**src/rtl/spi_sif0.sv**
```systemverilog
// SPI target for the 32-bit register frame (RnW, address, data; MSB first).
// Pins are oversampled in CLK and each decoded frame becomes one local-bus master access.
module spi_sif0 #(
   parameter int unsigned P_ADDR_WIDTH = 15,
   parameter int unsigned P_DATA_WIDTH = 16,
   parameter int unsigned P_TO_WIDTH   = 8
) (
   input  logic                    CLK,
   input  logic                    RST,
   input  logic                    SPI_CSN,
   input  logic                    SPI_SCL,
   input  logic                    SPI_SDI,
   output logic                    SPI_SDO,
   output logic                    SPI_SDO_t,
   output logic                    LB_REQ,
   output logic                    LB_RNW,
   output logic [P_ADDR_WIDTH-1:0] LB_ADR,
   output logic [P_DATA_WIDTH-1:0] LB_WDAT,
   input  logic [P_DATA_WIDTH-1:0] LB_RDAT,
   input  logic                    LB_ACK,
   output logic                    SPI_ERR
);

   localparam int unsigned CW =
      $clog2(((P_ADDR_WIDTH > P_DATA_WIDTH) ? P_ADDR_WIDTH : P_DATA_WIDTH) + 1);
   localparam logic [P_TO_WIDTH-1:0] TO_LAST = {{(P_TO_WIDTH-1){1'b1}}, 1'b0};

   typedef enum logic [2:0] {
      S_IDLE, S_RNW, S_ADDR, S_DATA, S_WREQ, S_WAIT
   } state_t;

   state_t                  state_q, state_d;
   logic [2:0]              csn_sync_q, csn_sync_d;
   logic [2:0]              scl_sync_q, scl_sync_d;
   logic [1:0]              sdi_sync_q, sdi_sync_d;
   logic [CW-1:0]           cnt_q, cnt_d;
   logic                    rnw_q, rnw_d;
   logic [P_ADDR_WIDTH-1:0] adr_q, adr_d;
   logic [P_DATA_WIDTH-1:0] rx_q, rx_d;
   logic [P_DATA_WIDTH-1:0] tx_q, tx_d;
   logic                    sdo_q, sdo_d;
   logic                    sdo_t_q, sdo_t_d;
   logic                    rd_wait_q, rd_wait_d;
   logic                    lb_req_q, lb_req_d;
   logic                    lb_rnw_q, lb_rnw_d;
   logic [P_ADDR_WIDTH-1:0] lb_adr_q, lb_adr_d;
   logic [P_DATA_WIDTH-1:0] lb_wdat_q, lb_wdat_d;
   logic [P_TO_WIDTH-1:0]   to_cnt_q, to_cnt_d;
   logic                    err_q, err_d;
   logic                    issue_rd, issue_wr;
   logic                    csn_fall, csn_rise, scl_rise, scl_fall, sdi;

   assign csn_fall = csn_sync_q[2] & ~csn_sync_q[1];
   assign csn_rise = ~csn_sync_q[2] & csn_sync_q[1];
   assign scl_rise = ~scl_sync_q[2] & scl_sync_q[1];
   assign scl_fall = scl_sync_q[2] & ~scl_sync_q[1];
   assign sdi      = sdi_sync_q[1];

   always_comb begin
      csn_sync_d = {csn_sync_q[1:0], SPI_CSN};
      scl_sync_d = {scl_sync_q[1:0], SPI_SCL};
      sdi_sync_d = {sdi_sync_q[0], SPI_SDI};
      state_d    = state_q;
      cnt_d      = cnt_q;
      rnw_d      = rnw_q;
      adr_d      = adr_q;
      rx_d       = rx_q;
      tx_d       = tx_q;
      sdo_d      = tx_q[P_DATA_WIDTH-1];
      sdo_t_d    = sdo_t_q;
      rd_wait_d  = rd_wait_q;
      lb_req_d   = lb_req_q;
      lb_rnw_d   = lb_rnw_q;
      lb_adr_d   = lb_adr_q;
      lb_wdat_d  = lb_wdat_q;
      to_cnt_d   = to_cnt_q;
      err_d      = 1'b0;
      issue_rd   = 1'b0;
      issue_wr   = 1'b0;

      // CSN released before the last data bit abandons the frame from any shifting state
      if (csn_rise && (state_q inside {S_RNW, S_ADDR, S_DATA})) begin
         state_d   = S_IDLE;
         sdo_t_d   = 1'b1;
         err_d     = 1'b1;
         rd_wait_d = 1'b0;
      end else begin
         case (state_q)
            S_IDLE: if (csn_fall) begin
               if (lb_req_q) begin
                  state_d = S_WAIT;
                  err_d   = 1'b1;
               end else begin
                  state_d = S_RNW;
               end
            end
            S_RNW: if (scl_rise) begin
               rnw_d   = sdi;
               cnt_d   = CW'(P_ADDR_WIDTH - 1);
               state_d = S_ADDR;
            end
            S_ADDR: if (scl_rise) begin
               adr_d = {adr_q[P_ADDR_WIDTH-2:0], sdi};
               if (cnt_q == '0) begin
                  state_d = S_DATA;
                  cnt_d   = CW'(P_DATA_WIDTH);
                  if (rnw_q) begin
                     issue_rd  = 1'b1;
                     tx_d      = '0;
                     sdo_t_d   = 1'b0;
                     rd_wait_d = 1'b1;
                  end
               end else begin
                  cnt_d = cnt_q - CW'(1);
               end
            end
            S_DATA: begin
               if (scl_rise) begin
                  rx_d  = {rx_q[P_DATA_WIDTH-2:0], sdi};
                  cnt_d = cnt_q - CW'(1);
                  // read data still outstanding at the first data rise: frame returns zeros
                  if (rd_wait_q) begin
                     err_d     = 1'b1;
                     rd_wait_d = 1'b0;
                  end
                  if (cnt_q == CW'(1)) begin
                     if (rnw_q) begin
                        state_d = S_WAIT;
                        sdo_t_d = 1'b1;
                     end else begin
                        state_d = S_WREQ;
                     end
                  end
               end else if (scl_fall && rnw_q && (cnt_q < CW'(P_DATA_WIDTH))) begin
                  tx_d = {tx_q[P_DATA_WIDTH-2:0], 1'b0};
               end
            end
            S_WREQ: begin
               issue_wr = 1'b1;
               state_d  = S_WAIT;
            end
            S_WAIT: begin
               sdo_t_d = 1'b1;
               if (csn_sync_q[1]) state_d = S_IDLE;
            end
            default: state_d = S_IDLE;
         endcase
      end

      if (lb_req_q) begin
         if (LB_ACK) begin
            lb_req_d = 1'b0;
            if (rd_wait_q && rd_wait_d) begin
               tx_d      = LB_RDAT;
               rd_wait_d = 1'b0;
            end
         end else if (to_cnt_q == TO_LAST) begin
            lb_req_d  = 1'b0;
            err_d     = 1'b1;
            rd_wait_d = 1'b0;
         end else begin
            to_cnt_d = to_cnt_q + P_TO_WIDTH'(1);
         end
      end

      if (issue_rd || issue_wr) begin
         lb_req_d = 1'b1;
         lb_rnw_d = issue_rd;
         lb_adr_d = adr_d;
         to_cnt_d = '0;
         if (issue_wr) lb_wdat_d = rx_q;
      end
   end

   always_ff @(posedge CLK) begin
      if (RST) begin
         state_q    <= S_IDLE;
         csn_sync_q <= '1;
         scl_sync_q <= '0;
         sdi_sync_q <= '0;
         cnt_q      <= '0;
         rnw_q      <= 1'b0;
         adr_q      <= '0;
         rx_q       <= '0;
         tx_q       <= '0;
         sdo_q      <= 1'b0;
         sdo_t_q    <= 1'b1;
         rd_wait_q  <= 1'b0;
         lb_req_q   <= 1'b0;
         lb_rnw_q   <= 1'b0;
         lb_adr_q   <= '0;
         lb_wdat_q  <= '0;
         to_cnt_q   <= '0;
         err_q      <= 1'b0;
      end else begin
         state_q    <= state_d;
         csn_sync_q <= csn_sync_d;
         scl_sync_q <= scl_sync_d;
         sdi_sync_q <= sdi_sync_d;
         cnt_q      <= cnt_d;
         rnw_q      <= rnw_d;
         adr_q      <= adr_d;
         rx_q       <= rx_d;
         tx_q       <= tx_d;
         sdo_q      <= sdo_d;
         sdo_t_q    <= sdo_t_d;
         rd_wait_q  <= rd_wait_d;
         lb_req_q   <= lb_req_d;
         lb_rnw_q   <= lb_rnw_d;
         lb_adr_q   <= lb_adr_d;
         lb_wdat_q  <= lb_wdat_d;
         to_cnt_q   <= to_cnt_d;
         err_q      <= err_d;
      end
   end

   assign SPI_SDO   = sdo_q;
   assign SPI_SDO_t = sdo_t_q;
   assign LB_REQ    = lb_req_q;
   assign LB_RNW    = lb_rnw_q;
   assign LB_ADR    = lb_adr_q;
   assign LB_WDAT   = lb_wdat_q;
   assign SPI_ERR   = err_q;

endmodule
```
**config.mk**
```make
export PLATFORM = sky130hd
export DESIGN_NAME = spi_sif0
export DESIGN_NICKNAME = d
export VERILOG_FILES = /design/src/rtl/spi_sif0.sv
export SDC_FILE = /design/constraint.sdc
export NUM_CORES = 1
export LEC_CHECK = 0
export ABC_CLOCK_PERIOD_IN_PS = 2960
export CAP_MARGIN = 30
export CORE_UTILIZATION = 60
export DETAILED_ROUTE_END_ITERATION = 10
export PLACE_DENSITY = 0.81
export SLEW_MARGIN = 40
export SYNTH_ARGS = -nofsm -noshare
export SYNTH_HDL_FRONTEND = slang
export SYNTH_SLANG_ARGS = --single-unit
```
**constraint.sdc**
```tcl
create_clock -name CLK -period 2.96 [get_ports CLK]
set_input_delay 0.444 -clock CLK [delete_from_list [all_inputs] [get_ports CLK]]
set_output_delay 0.444 -clock CLK [all_outputs]
set_load 0.03 [all_outputs]
```
## Yosys cells after proc, flatten, opt, wreduce, memory -nomap -nowiden

Index checks and enable logic that the tools add are counted.
Widths: inputs -> output; s select.

- Add/sub/neg operators: 2
- Order comparisons: 1
- Equality and inequality tests: 16
- Multiplexer cells: 65
- Bitwise gates (word level): 11
- Reductions and logical operators: 18

Operators with widths:

| operator | count |
|---|---|
| $mux 16 | 9 |
| $mux 15 | 3 |
| $mux 1 | 35 |
| $pmux 16 s2 | 1 |
| $mux 3 | 8 |
| $mux 5 | 4 |
| $pmux 3 s6 | 1 |
| $pmux 5 s3 | 1 |
| $ne 2x2->1 const B | 7 |
| $reduce_and 7->1 | 2 |
| $reduce_and 3->1 | 3 |
| $add 8x1->8 const B | 1 |
| $eq 8x8->1 const B | 1 |
| $not 1->1 | 7 |
| $eq 3x2->1 const B | 2 |
| $eq 3x3->1 const B | 2 |
| $reduce_bool 3->1 | 2 |
| $eq 5x1->1 const B | 1 |
| $logic_not 5->1 | 1 |
| $lt 5x5->1 const B | 1 |
| $reduce_and 5->1 | 1 |
| $sub 5x1->5 const B | 1 |
| $and 1x1->1 | 4 |
| $logic_and 1x1->1 | 4 |
| 8 further kinds | 11 |

- Flip-flop bits (word level): 109
- Output and inout port bits: 36
- Word-level logic and storage cells: 131

## Depth between registers and ports, before layout

Gate-level depths: netlist (run 1).

- Depth after elaboration: 11
- Mapped depth: 7
- Gate-level depth less buffers: 6

## Worst setup path after synthesis (run 1)

Ideal clock, no wire load.

- Kind: flip-flop to flip-flop
- Start: register cnt_q[0]
- End: register tx_q[10]
- Setup time: 91 ps
- Data arrival time: 1821 ps
- Required time: 2869 ps
- Setup slack: 1048 ps
- Stages on the path, launching flop included: 8
- Cells stage by stage: dfxtp_1 inv_1 ha_1 nor4b_4 nand4_4 a211o_2 buf_6 a311oi_1

- Word-level cells in the longest chain between the ends: 9
- Elaborated cells on any way between the ends: 17
- Those cells by class: order compare: 1; mux: 13; reduce/logical: 3

RTL lines:

| element | RTL line | source |
|---|---|---|
| from (decl) | 36 | `logic [CW-1:0] cnt_q, cnt_d;` |
| from (signal assigned) | 200 | `cnt_q <= cnt_d;` |
| $lt 5x5->1 or $logic_not 5->1 (tied branches) | 134, 104 |  |
| $logic_and 1x1->1 or $mux 1 (tied branches) | 134, 104 |  |
| $mux 16 or $mux 1 (tied branches) | 134, 102 |  |
| $mux 16 or $pmux 1 s2 (tied branches) | 118, 88 |  |
| $pmux 16 s2 or $mux 1 (tied branches) | 88, 82 |  |
| $mux 16 or $logic_and 1x1->1 (tied branches) | 82, 153 |  |
| $mux 16 | 153 | `if (rd_wait_q && rd_wait_d) begin` |
| $mux 16 | 151 | `if (LB_ACK) begin` |
| $mux 16 * | 150 | `if (lb_req_q) begin` |
| to (signal assigned) | 204 | `tx_q <= tx_d;` |
| to (decl) | 40 | `logic [P_DATA_WIDTH-1:0] tx_q, tx_d;` |

Mark *: on every way between the ends. The rest lies on a longest branch, timed or not.
A chain may end at the register's enable or synchronous reset.

## Worst setup path in the final report (run 1)

- Start: register cnt_q[0]
- End: register lb_adr_q[12] (netlist: LB_ADR[12])

- Word-level cells in the longest chain between the ends: 6

RTL lines:

| element | RTL line | source |
|---|---|---|
| $logic_not 5->1 | 104 | `if (cnt_q == '0) begin` |
| $mux 1 | 104 |  |
| $mux 1 | 102 | `S_ADDR: if (scl_rise) begin` |
| $mux 1 | 88 | `case (state_q)` |
| $mux 1 | 82 | `if (csn_rise && (state_q inside {S_RNW, S_ADDR, S_DATA})) begin` |
| $logic_or 1x1->1 | 166 | `if (issue_rd \|\| issue_wr) begin` |
| to (signal assigned) | 210 | `lb_adr_q <= lb_adr_d;` |
| to (decl) | 46 | `logic [P_ADDR_WIDTH-1:0] lb_adr_q, lb_adr_d;` |

Every way passes these cells.

==> results of run 1 <==
==> synth_stat cells (2+ instances only) <==
master     number  area (sq um)
mux2i_1        37         370.4
o211ai_1        3         22.52
o31ai_1        16         120.1
a311oi_1       15         131.4
nand2_1        48         180.2
nor2b_1        25         156.4
dfxtp_1       109          2182
a2111oi_0      18         157.7
nand2b_1        5         31.28
xnor2_1         3         26.28
clkbuf_1       35         131.4
o31a_1          2         17.52
a221oi_1        2         17.52
or3_1           2         12.51
a2bb2oi_1       2         17.52
and4_1         17         148.9
or2_2           4         25.02
ha_1            5         62.56
nor2_1         39         146.4
nand4_1         2         12.51
a21o_1          3         22.52
nand3b_1        2         15.01
o21ai_0        35         175.2
a22oi_1         2         15.01
buf_2           6         30.03
nor3b_1         2         15.01
nand3_2         2         20.02
inv_1           8         30.03
nand3_1         5         25.02
nor3_1         10         50.05
a211oi_1        3         22.52
o2111ai_1      15         131.4
o21a_1          2         15.01
o21bai_1        2         15.01
and4b_1         2         20.02
a21oi_1        24         120.1
==> cell families (layout without fill, tap and decap cells) <==
family / Yosys count / after routing / share of synthesized area
compound gates: 157 / 157 / 0.2283
simple gates: 171 / 171 / 0.1918
xor+xnor: 4 / 4 / 0.007095
mux: 37 / 37 / 0.07499
buf+inv: 52 / 96 / 0.04333
fa+ha+maj: 5 / 5 / 0.01267
flops: 109 / 109 / 0.4419
==> placed cells by master, fill, tap and decap left out, types with 3 or more instances in the layout <==
master	count
xnor2_1	3
inv_1	8
a211oi_1	3
clkbuf_8	9
nor3_1	10
nand2b_1	5
a2111oi_0	18
or2_2	4
a21oi_1	24
buf_4	14
o2111ai_1	15
nor2_1	39
nand2_1	48
and4_1	17
clkdlybuf4s50_1	56
nor2b_1	25
o21ai_0	35
ha_1	5
a21o_1	3
a311oi_1	15
nand3_1	5
o31ai_1	16
mux2i_1	37
o211ai_1	3
inv_6	3
dfxtp_1	109
==> routing by layer <==
metal	vias to the layer above	global-route usage
met3	8	0.04187
met5	-	0
met2	119	0.4333
met4	0	0.08462
li1	2076	-
met1	2035	0.3565
==> worst max-delay path by stage <==
stage | start | end | slack, ns
global placement | LB_ACK | tx_q[7]$_SDFF_PP0_ | 0.69
detailed placement | cnt_q[0]$_SDFFE_PP0P_ | LB_ADR[12]$_SDFFE_PP0P_ | 0.60
CTS | cnt_q[1]$_SDFFE_PP0P_ | LB_ADR[4]$_SDFFE_PP0P_ | 0.57
global route | cnt_q[1]$_SDFFE_PP0P_ | LB_ADR[1]$_SDFFE_PP0P_ | 0.37
finish | cnt_q[0]$_SDFFE_PP0P_ | LB_ADR[12]$_SDFFE_PP0P_ | 0.55
floorplan | cnt_q[0]$_SDFFE_PP0P_ | tx_q[10]$_SDFF_PP0_ | 1.05
==> power breakdown <==
part	switching [mW]	leakage, nW	internal, mW	total [mW]
clock	0.580	0.105	0.347	0.927
sequential	0.00821	0.879	1.47	1.48
combinational	0.0681	1.18	0.0467	0.115
total	0.656	2.17	1.87	2.52
==> flip-flops by register name, indices dropped and copies added (netlist names), 2 cells and up <==
name and cells:
LB_WDAT 16, rx_q 16, tx_q 16, LB_ADR 15, adr_q 15, to_cnt_q 8
cnt_q 5, csn_sync_q 3, scl_sync_q 3, state_q 3, sdi_sync_q 2
==> layout make-up <==
class	count	area [sq um]	area share
clock buffer	9	123.9	0.02145
clock inverter	7	86.33	0.01495
inverter	8	30.03	0.005200
multi-input combinational	374	2542	0.4403
sequential	109	2182	0.3779
tap	102	127.6	0.02210
timing repair buffer	72	681.9	0.1181
==> worst max-delay path, delay by kind of cell, from the launching register on <==
kind	cells	cell delay, ns
AO/OA/AOI/OAI	2	0.83
adder cells (fa/ha/maj)	1	0.20
buffers and inverters	1	0.10
flip-flops	1	0.37
AND/OR/NAND/NOR	2	0.82
==> key figures, run 1 <==
Logic synthesis
  • Synthesized area per cell: 9.231 sq um
  • Sequential fraction of the synthesis area: 0.4419
  • Flops & latches, synth: 109
  • Syn Nets: 562
  • Unique masters post-synth: 59
  • Post-Synthesis Cell Area: 4938 sq um
  • Cells after Synth: 535
  • Post-synth EDFFs: 0
  • Async SR Flop Fraction: 0
  • Top FF cell, synth: dfxtp_1
  • Yosys Warn Count: 0

Setup path
  • CP startpoint kind: flip-flop
  • Reg2Reg Setup Slack: 0.55 ns
  • RR Startpoint: cnt_q[0]$_SDFFE_PP0P_
  • Crit path DAT: roughly 2.7 ns
  • Slowest CP cell: o21a_1
  • Critical path required time: around 3.3 ns
  • CP cell instances: inv_1, ha_1, nor4b_4, nand3_2, o21a_1, o31ai_1
  • Worst reg2reg path depth: 6
  • RR Endpoint: LB_ADR[12]$_SDFFE_PP0P_
  • CP Capture Type: flip-flop
  • Slowest stage delay, CP: roughly 0.52 ns
  • Critical path class: flip-flop to flip-flop
  • Critical path peak fanout: 17

Drt
  • Drt pass-1 iters: 5
  • Met2 wire length: 5300 microns
  • Routed Antenna Nets: 0
  • Wire per inst: 16.34 microns
  • Met3 Wirelength: 565 microns
  • Initial drt markers: roughly 300
  • DR vias/cell: 6.223
  • Top Layer Used: met4
  • Total Routed Length: 11130 microns
  • DR vias: 4238
  • Wl on met1: 5150 microns
  • Residual DRC count: 0

Global routing
  • Global route total overflow: 0
  • Via count of the first global-routing pass: 3867
  • First-pass GRT wire length: 18360 microns
  • GR Util All Layers: 0.2644
  • Largest net degree at the start of global routing: 103
  • Initial antenna violation count: 0

Hold path
  • Hold path depth: 1
  • Worst Hold End: csn_sync_q[1]$_SDFF_PP1_
  • Hold_sp: csn_sync_q[0]$_SDFF_PP1_
  • Worst Hold Class: flip-flop to flip-flop

Timing
  • RSZ-0062 raised after global routing: no
  • Setup TNS: 0 ns
  • Final slew viol count: 0
  • Period utilisation layout: 0.8156
  • Worst Tran Pin Value: 0.7018 ns
  • Skew final: 0.01557 ns
  • Final hold violations: 0
  • Max Fclk: a little over 400 MHz
  • Min Hold Slack: 0.4320 ns
  • Final WS setup: 0.5458 ns
  • Max_slew headroom: 0.5321
  • Min cycle time layout: around 2.4 ns
  • Final setup violation count: 0

Placement
  • Worst slack at placement: between 0.6 and 0.7 ns
  • RD Place Congestion: 0.8668
  • Dpl cells: 665
  • DP HPWL: 7229 microns
  • I/O Buffers: 57
  • Area after DPL: between 5000 and 6000 sq um

Die
  • Die height: 92.73 microns
  • I/O pin count: 58
  • Core area: ~8000 sq um
  • Starting Density: 0.6293
  • DIE WIDTH: 92.73 microns
  • Die area: 8598 sq um
  • Rows: 32

Clock network
  • CTS buffer count: 9
  • Clk sinks: 109
  • Clk buf depth: 2
  • H-tree levels: 3
  • Root Buffer: clkbuf_8
  • Clock tree from TritonCTS: yes
  • Worst skew pair latency: between 0.3 and 0.4 ns
  • Worst-path clk slew: 0.12 ns
  • Post-CTS Setup Bufs: 0
  • Cts hold-fix bufs: 0
  • # resized after CTS: 0

Final layout
  • Nets@finish: 601
  • Fin cells: 681
  • Layout cell share with drive strength beyond 1: 0.08117
  • Fillers: 630
  • Layout area overhead: 16.92%
  • Final Core Density: 0.7358
  • Post-Layout Inst Area: about 5800 sq um
  • ANT cells: 0

Status
  • Run status: completed

Power
  • Static Leak: 2.169 nW
  • Peak VDD IR: roughly 0.00032 V
  • Total Power: 2.523 mW
  • Power Dens Cells: 436.9 nW/um^2

Flow run
  • Max_cap viols: 0
Power figures use the tool's default switching activity.
==> inputs of run 2 (changes only) <==
Settings changed: ABC_CLOCK_PERIOD_IN_PS 2960 to 2490, CORE_UTILIZATION 60 to 56, PLACE_DENSITY 0.81 to 0.76.
Clock period 2.96 ns to 2.49 ns, I/O delays scaled along.
==> run 2 against run 1 <==
- worst setup slack lost 0.37 ns
- utilization shrank 4.0 points
- power rose by 19%
- critical path depth unchanged
- sequential share of layout area down 0.40 points
- worst hold slack got worse by 0.012 ns
- via count fell by 1.4%
- die area rose by 7.0%
- largest power group unchanged
- highest routed layer unchanged
==> key figures, run 2 (same netlist as run 1, synthesis figures left out) <==
Global routing
  • Global route total overflow: 0 (unchanged)
  • Met2 usage: 0.4244 (-0.008929)
  • Initial antenna violation count: 0 (unchanged)
  • Via count of the first global-routing pass: 3987 (+3.1%)
  • GR Util All Layers: 0.2584 (-0.005978)
  • Largest net degree at the start of global routing: 103 (unchanged)
  • M1 GR Usage: 0.3307 (-0.02578)
  • First-pass GRT wire length: 18510 microns (+0.83%)
  • Met3 GRT Util: 0.06003 (+0.01816)
  • GR peak layer: met2

Clock network
  • Post-CTS Setup Bufs: 0 (unchanged)
  • Cts hold-fix bufs: 0 (unchanged)
  • # resized after CTS: 0 (unchanged)
  • Worst-path clk slew: 0.12 ns (about the same)
  • Clk sinks: 109 (unchanged)
  • Clock tree from TritonCTS: yes
  • Clk buf depth: 2 (unchanged)
  • CTS buffer count: 9 (unchanged)
  • Worst skew pair latency: 0.38 ns (about the same)
  • Root Buffer: clkbuf_8
  • H-tree levels: 3 (unchanged)

Setup path
  • Critical path peak fanout: 17 (unchanged)
  • RR Endpoint: tx_q[14]$_SDFF_PP0_
  • Critical path class: flip-flop to flip-flop
  • RR Startpoint: cnt_q[0]$_SDFFE_PP0P_
  • Reg2Reg Setup Slack: 0.18 ns (-0.37 ns)
  • Top delay family on crit path: compound AO/OA/AOI/OAI gates
  • Crit path DAT: 2.59 ns (-0.12 ns)
  • CP startpoint kind: flip-flop
  • CP Capture Type: flip-flop
  • Slowest stage delay, CP: 0.52 ns (about the same)
  • CP cell instances: inv_1, ha_1, nor4b_4, nand4_4, a211o_2, a311oi_1
  • CP Buf/Inv Count: 1 (unchanged)
  • Slowest CP cell: a211o_2
  • Critical path required time: 2.76 ns (-0.49 ns)
  • Worst reg2reg path depth: 6 (unchanged)

Final layout
  • Final Core Density: 0.6962 (-0.03959)
  • Nets@finish: 608 (+1.2%)
  • Layout area overhead: 18.17%
  • ANT cells: 0 (unchanged)
  • Most frequent cells in the layout: 109 x dfxtp_1, 56 x clkdlybuf4s50_1, 48 x nand2_1
  • Fillers: 674 (+7.0%)
  • Layout cell share with drive strength beyond 1: 0.09215 (+0.01098)
  • Commonest non-fill, non-tap cell in the layout: dfxtp_1
  • Post-Layout Inst Area: 5836 sq um (+1.1%)

Die
  • DIE WIDTH: 95.91 microns (+3.4%)
  • I/O pin count: 58 (unchanged)
  • Rows: 33 (+3.1%)
  • Die area: 9199 sq um (+7.0%)
  • Starting Density: 0.5892 (-0.04011)
  • Die height: 95.91 microns (+3.4%)
  • Core area: 8382 sq um (+6.8%)

Power
  • Flop pwr share: 0.586 (about the same)
  • Clk pwr share: 0.367 (about the same)
  • Static Leak: 2.202 nW (+1.5%)
  • Peak VDD IR: 0.0003952 V (+25%)
  • Power Dens Cells: 514.7 nW/um^2 (+18%)
  • Total Power: 3.004 mW (+19%)
  • Switching portion of total power: 0.2609 (+0.0007669)
  • Combinational power share: 0.047 (about the same)
  • P_int: 2.220 mW (+19%)
  • Sw power: 0.7837 mW (+19%)

Hold path
  • Hold_sp: RST
  • Worst Hold End: cnt_q[1]$_SDFFE_PP0P_
  • Hold path depth: 3 (+2)
  • Worst Hold Class: primary input to flip-flop

Timing
  • RSZ-0062 raised after global routing: no
  • Final hold violations: 0 (unchanged)
  • Worst Tran Pin Value: 0.6732 ns (-0.02867 ns)
  • Final slew viol count: 0 (unchanged)
  • Max_slew headroom: 0.5478 (+0.01566)
  • Min Hold Slack: 0.4204 ns (-0.01154 ns)
  • Period utilisation layout: 0.9292 (+0.1136)
  • Setup TNS: 0 ns (unchanged)
  • Min cycle time layout: 2.314 ns (-0.1005 ns)
  • Skew final: 0.01586 ns (+0.0002902 ns)
  • Max Fclk: 432.2 MHz (+4.3%)
  • Final setup violation count: 0 (unchanged)

Drt
  • DR vias/cell: 6.045 (-2.9%)
  • Initial drt markers: 216 (-28%)
  • Wire per inst: 16.29 microns (-0.27%)
  • DR vias: 4177 (-1.4%)
  • Drt pass-1 iters: 4 (-1)
  • Residual DRC count: 0 (unchanged)
  • Routed Antenna Nets: 0 (unchanged)
  • Total Routed Length: 11260 microns (+1.2%)

Status
  • Run status: completed

Placement
  • Area after DPL: 5629 sq um (+1.2%)
  • I/O Buffers: 57 (unchanged)
  • DP HPWL: 7412 microns (+2.5%)
  • RD Place Congestion: 0.8442 (-2.6%)

Flow run
  • Max_cap viols: 0 (unchanged)
## run 2: power by group through the flow
| stage | registers (mW) | logic (mW) | clock network, mW |
|---|---|---|---|
| 3_5_place_dp | 1.80 | 0.139 | 0 |
| 4_1_cts | 1.76 | 0.140 | 1.13 |
| 6_report | 1.76 | 0.141 | 1.10 |
| 3_3_place_gp | 1.80 | 0.139 | 0 |
| 2_1_floorplan | 1.80 | 0.0800 | 0 |
| 5_1_grt | 1.76 | 0.152 | 1.19 |
## run 2: layout make-up
type,instances,area [sq um],area share
Clock buffer,9,123.9,0.02123
Clock inverter,7,82.58,0.01415
Inverter,8,30.03,0.005146
Multi-Input combinational cell,374,2542,0.4357
Sequential cell,109,2182,0.3739
Tap cell,105,131.4,0.02251
Timing Repair Buffer,79,743.2,0.1274
## run 2: worst max path at each step
stage                     slack [ns]                   to             startpoint  cells after the start
after floorplan                 0.58  tx_q[10]$_SDFF_PP0_  cnt_q[0]$_SDFFE_PP0P_                      7
after global placement          0.38   tx_q[3]$_SDFF_PP0_                 LB_ACK                      5
after detailed placement        0.28   tx_q[8]$_SDFF_PP0_  cnt_q[0]$_SDFFE_PP0P_                      6
after CTS                       0.19  tx_q[14]$_SDFF_PP0_  cnt_q[0]$_SDFFE_PP0P_                      6
after global routing            0.02  tx_q[14]$_SDFF_PP0_  cnt_q[0]$_SDFFE_PP0P_                      6
final                           0.18  tx_q[14]$_SDFF_PP0_  cnt_q[0]$_SDFFE_PP0P_                      6
## run 2: stage by stage
stage,setup WS [ns],cells
after global routing,0.02083,691
after global placement,0.3824,675
after detailed placement,0.2824,675
final,0.1763,691
after CTS,0.1937,691
after floorplan,0.5777,535
## run 2: per-layer routing
metal / wire [microns] / vias up / share of wire
li1: - / 2091 / -
met1: 5334 / 1987 / 0.47
met2: 5260 / 84 / 0.47
met3: 511 / 15 / 0.045
met4: 151 / 0 / 0.013
met5: 0 / - / 0
## run 2: worst min-delay path, delay by kind of cell
kind            cells  cell delay, ns
compound gates      1            0.14
buf+inv             2            0.25
==> inputs of run 3 (changes only) <==
Settings changed: CELL_PAD_IN_SITES_DETAIL_PLACEMENT set to 1, CELL_PAD_IN_SITES_GLOBAL_PLACEMENT set to 2, CORE_UTILIZATION 56 to 35, MAX_ROUTING_LAYER set to met4.
==> run 3 against run 2 <==
- sequential cell count stayed put
- largest power group unchanged
- sequential power hardly changed
- first-iteration DRC count is 24% higher
- count of clock-buffer cells in the layout is 1 higher
- die area is 59% higher
==> key figures, run 3 (same netlist as run 1, synthesis figures left out) <==
Status
  • Run status: completed

Placement
  • DP HPWL: 8703 microns (+17%)
  • I/O Buffers: 57 (unchanged)
  • RD Place Congestion: 0.7549 (-11%)
  • Dpl cells: 751 (+11%)

Drt
  • Residual DRC count: 0 (unchanged)
  • Routed Antenna Nets: 0 (unchanged)
  • Total Routed Length: 13380 microns (+19%)
  • Wire per inst: 17.47 microns (+7.2%)
  • DR vias: 4264 (+2.1%)
  • Drt pass-1 iters: 4 (unchanged)
  • Initial drt markers: 267 (+24%)
  • DR vias/cell: 5.567 (-7.9%)

Global routing
  • Met2 usage: 0.3121 (-0.1123)
  • Initial antenna violation count: 0 (unchanged)
  • Met3 GRT Util: 0.02736 (-0.03267)
  • First-pass GRT wire length: 22030 microns (+19%)
  • Global route total overflow: 0 (unchanged)
  • Via count of the first global-routing pass: 4337 (+8.8%)
  • GR peak layer: met2
  • Largest net degree at the start of global routing: 103 (unchanged)
  • M1 GR Usage: 0.2554 (-0.07527)
  • GR Util All Layers: 0.1961 (-0.06232)

Die
  • Die area: 14590 sq um (+59%)
  • DIE WIDTH: 120.8 microns (+26%)
  • Rows: 43 (+30%)
  • Die height: 120.8 microns (+26%)
  • I/O pin count: 58 (unchanged)
  • Starting Density: 0.3572 (-0.2320)
  • Core area: 13830 sq um (+65%)

Setup path
  • RR Startpoint: cnt_q[0]$_SDFFE_PP0P_
  • RR Endpoint: tx_q[12]$_SDFF_PP0_
  • Slowest CP cell: a211o_2
  • CP cell instances: inv_1, ha_1, nor4b_4, nand4_4, a211o_2, a311oi_1
  • CP Capture Type: flip-flop
  • Slowest stage delay, CP: 0.53 ns (about the same)
  • CP Buf/Inv Count: 1 (unchanged)
  • CP startpoint kind: flip-flop
  • Critical path peak fanout: 17 (unchanged)
  • Crit path DAT: 2.46 ns (-0.13 ns)
  • Critical path class: flip-flop to flip-flop
  • Reg2Reg Setup Slack: 0.28 ns (+0.10 ns)
  • Worst reg2reg path depth: 6 (unchanged)
  • Top delay family on crit path: compound AO/OA/AOI/OAI gates
  • Critical path required time: 2.74 ns (-0.02 ns)

Clock network
  • Clk buf depth: 2 (unchanged)
  • CTS buffer count: 9 (unchanged)
  • Worst skew pair latency: 0.35 ns (-0.03 ns)
  • Root Buffer: clkbuf_16
  • Clk sinks: 109 (unchanged)
  • Cts hold-fix bufs: 0 (unchanged)
  • Worst-path clk slew: 0.07 ns (-0.05 ns)
  • H-tree levels: 3 (unchanged)
  • Clock tree from TritonCTS: yes
  • # resized after CTS: 0 (unchanged)
  • Post-CTS Setup Bufs: 0 (unchanged)

Final layout
  • Commonest non-fill, non-tap cell in the layout: dfxtp_1
  • Layout cell share with drive strength beyond 1: 0.09215 (unchanged)
  • Layout area overhead: 21.61%
  • Fin cells: 766 (+11%)
  • Most frequent cells in the layout: 109 x dfxtp_1, 56 x clkdlybuf4s50_1, 48 x nand2_1
  • ANT cells: 0 (unchanged)
  • Nets@finish: 609 (+0.16%)

Hold path
  • Hold_sp: csn_sync_q[0]$_SDFF_PP1_
  • Hold path depth: 1 (-2)
  • Worst Hold End: csn_sync_q[1]$_SDFF_PP1_
  • Worst Hold Class: flip-flop to flip-flop

Timing
  • Period utilisation layout: 0.8879 (-0.04131)
  • Worst Tran Pin Value: 0.7877 ns (+0.1145 ns)
  • Max_slew headroom: 0.4693 (-0.07845)
  • Skew final: 0.009827 ns (-0.006033 ns)
  • Setup TNS: 0 ns (unchanged)
  • RSZ-0062 raised after global routing: no
  • Final setup violation count: 0 (unchanged)
  • Max Fclk: 452.3 MHz (+4.7%)
  • Final slew viol count: 0 (unchanged)
  • Final hold violations: 0 (unchanged)
  • Min cycle time layout: 2.211 ns (-0.1029 ns)

Power
  • Peak VDD IR: 0.0003024 V (-23%)
  • Power Dens Cells: 542.7 nW/um^2 (+5.4%)
  • Static Leak: 2.239 nW (+1.7%)
  • Total Power: 3.260 mW (+8.5%)

Flow run
  • Max_cap viols: 0 (unchanged)
[run 3: cell types whose count changed in the layout (fill, tap and decap cells not counted), sizes merged]
cell / previous run / this run
inv: 13 / 10
clkinv: 1 / 3
buf: 23 / 24
clkbuf: 9 / 10
clkinvlp: 1 / 0
[run 3: layer usage]
metal  vias up  part of all wire
met5         -                 0
met3        13             0.027
li1       2090                 -
met4         0             0.014
met2        57              0.48
met1      2104              0.48
[run 3: where the power goes]
| group | leakage (nW) | switching, mW | internal [mW] | total (mW) |
|---|---|---|---|---|
| Combinational | 1.23 | 0.0910 | 0.0611 | 0.152 |
| Clock | 0.134 | 0.664 | 0.687 | 1.35 |
| Sequential | 0.879 | 0.00737 | 1.75 | 1.76 |
| Total | 2.24 | 0.762 | 2.50 | 3.26 |
[run 3: area by class of cell]
type | count | area [sq um]
Timing Repair Buffer | 80 | 750.7
Clock buffer | 10 | 229.0
Multi-Input combinational cell | 374 | 2545
Tap cell | 180 | 225.2
Clock inverter | 5 | 43.79
Inverter | 8 | 30.03
Fill cell | 1593 | 7821
Sequential cell | 109 | 2182
[run 3: how the worst max path moves through the flow]
stage                                to                  start  cells after the start  slack [ns]
floorplan           tx_q[10]$_SDFF_PP0_  cnt_q[0]$_SDFFE_PP0P_                      7        0.58
global placement     tx_q[3]$_SDFF_PP0_                 LB_ACK                      5        0.34
detailed placement   tx_q[3]$_SDFF_PP0_                 LB_ACK                      5        0.27
CTS                 tx_q[12]$_SDFF_PP0_  cnt_q[0]$_SDFFE_PP0P_                      6        0.29
global route         tx_q[2]$_SDFF_PP0_  cnt_q[0]$_SDFFE_PP0P_                      6        0.08
finish              tx_q[12]$_SDFF_PP0_  cnt_q[0]$_SDFFE_PP0P_                      6        0.28
[run 3: through the flow]
stage                       util  area (sq um)  worst slack (ns)  hold slack [ns]
final                     0.4344          6006            0.2792           0.4118
after global routing      0.4344          6006           0.07755           0.4264
after CTS                 0.4342          6003            0.2868           0.4145
after detailed placement  0.4144          5731            0.2740           0.3971
after global placement    0.4144          5731            0.3358           0.3910
after floorplan                -          4938            0.5777           0.3895
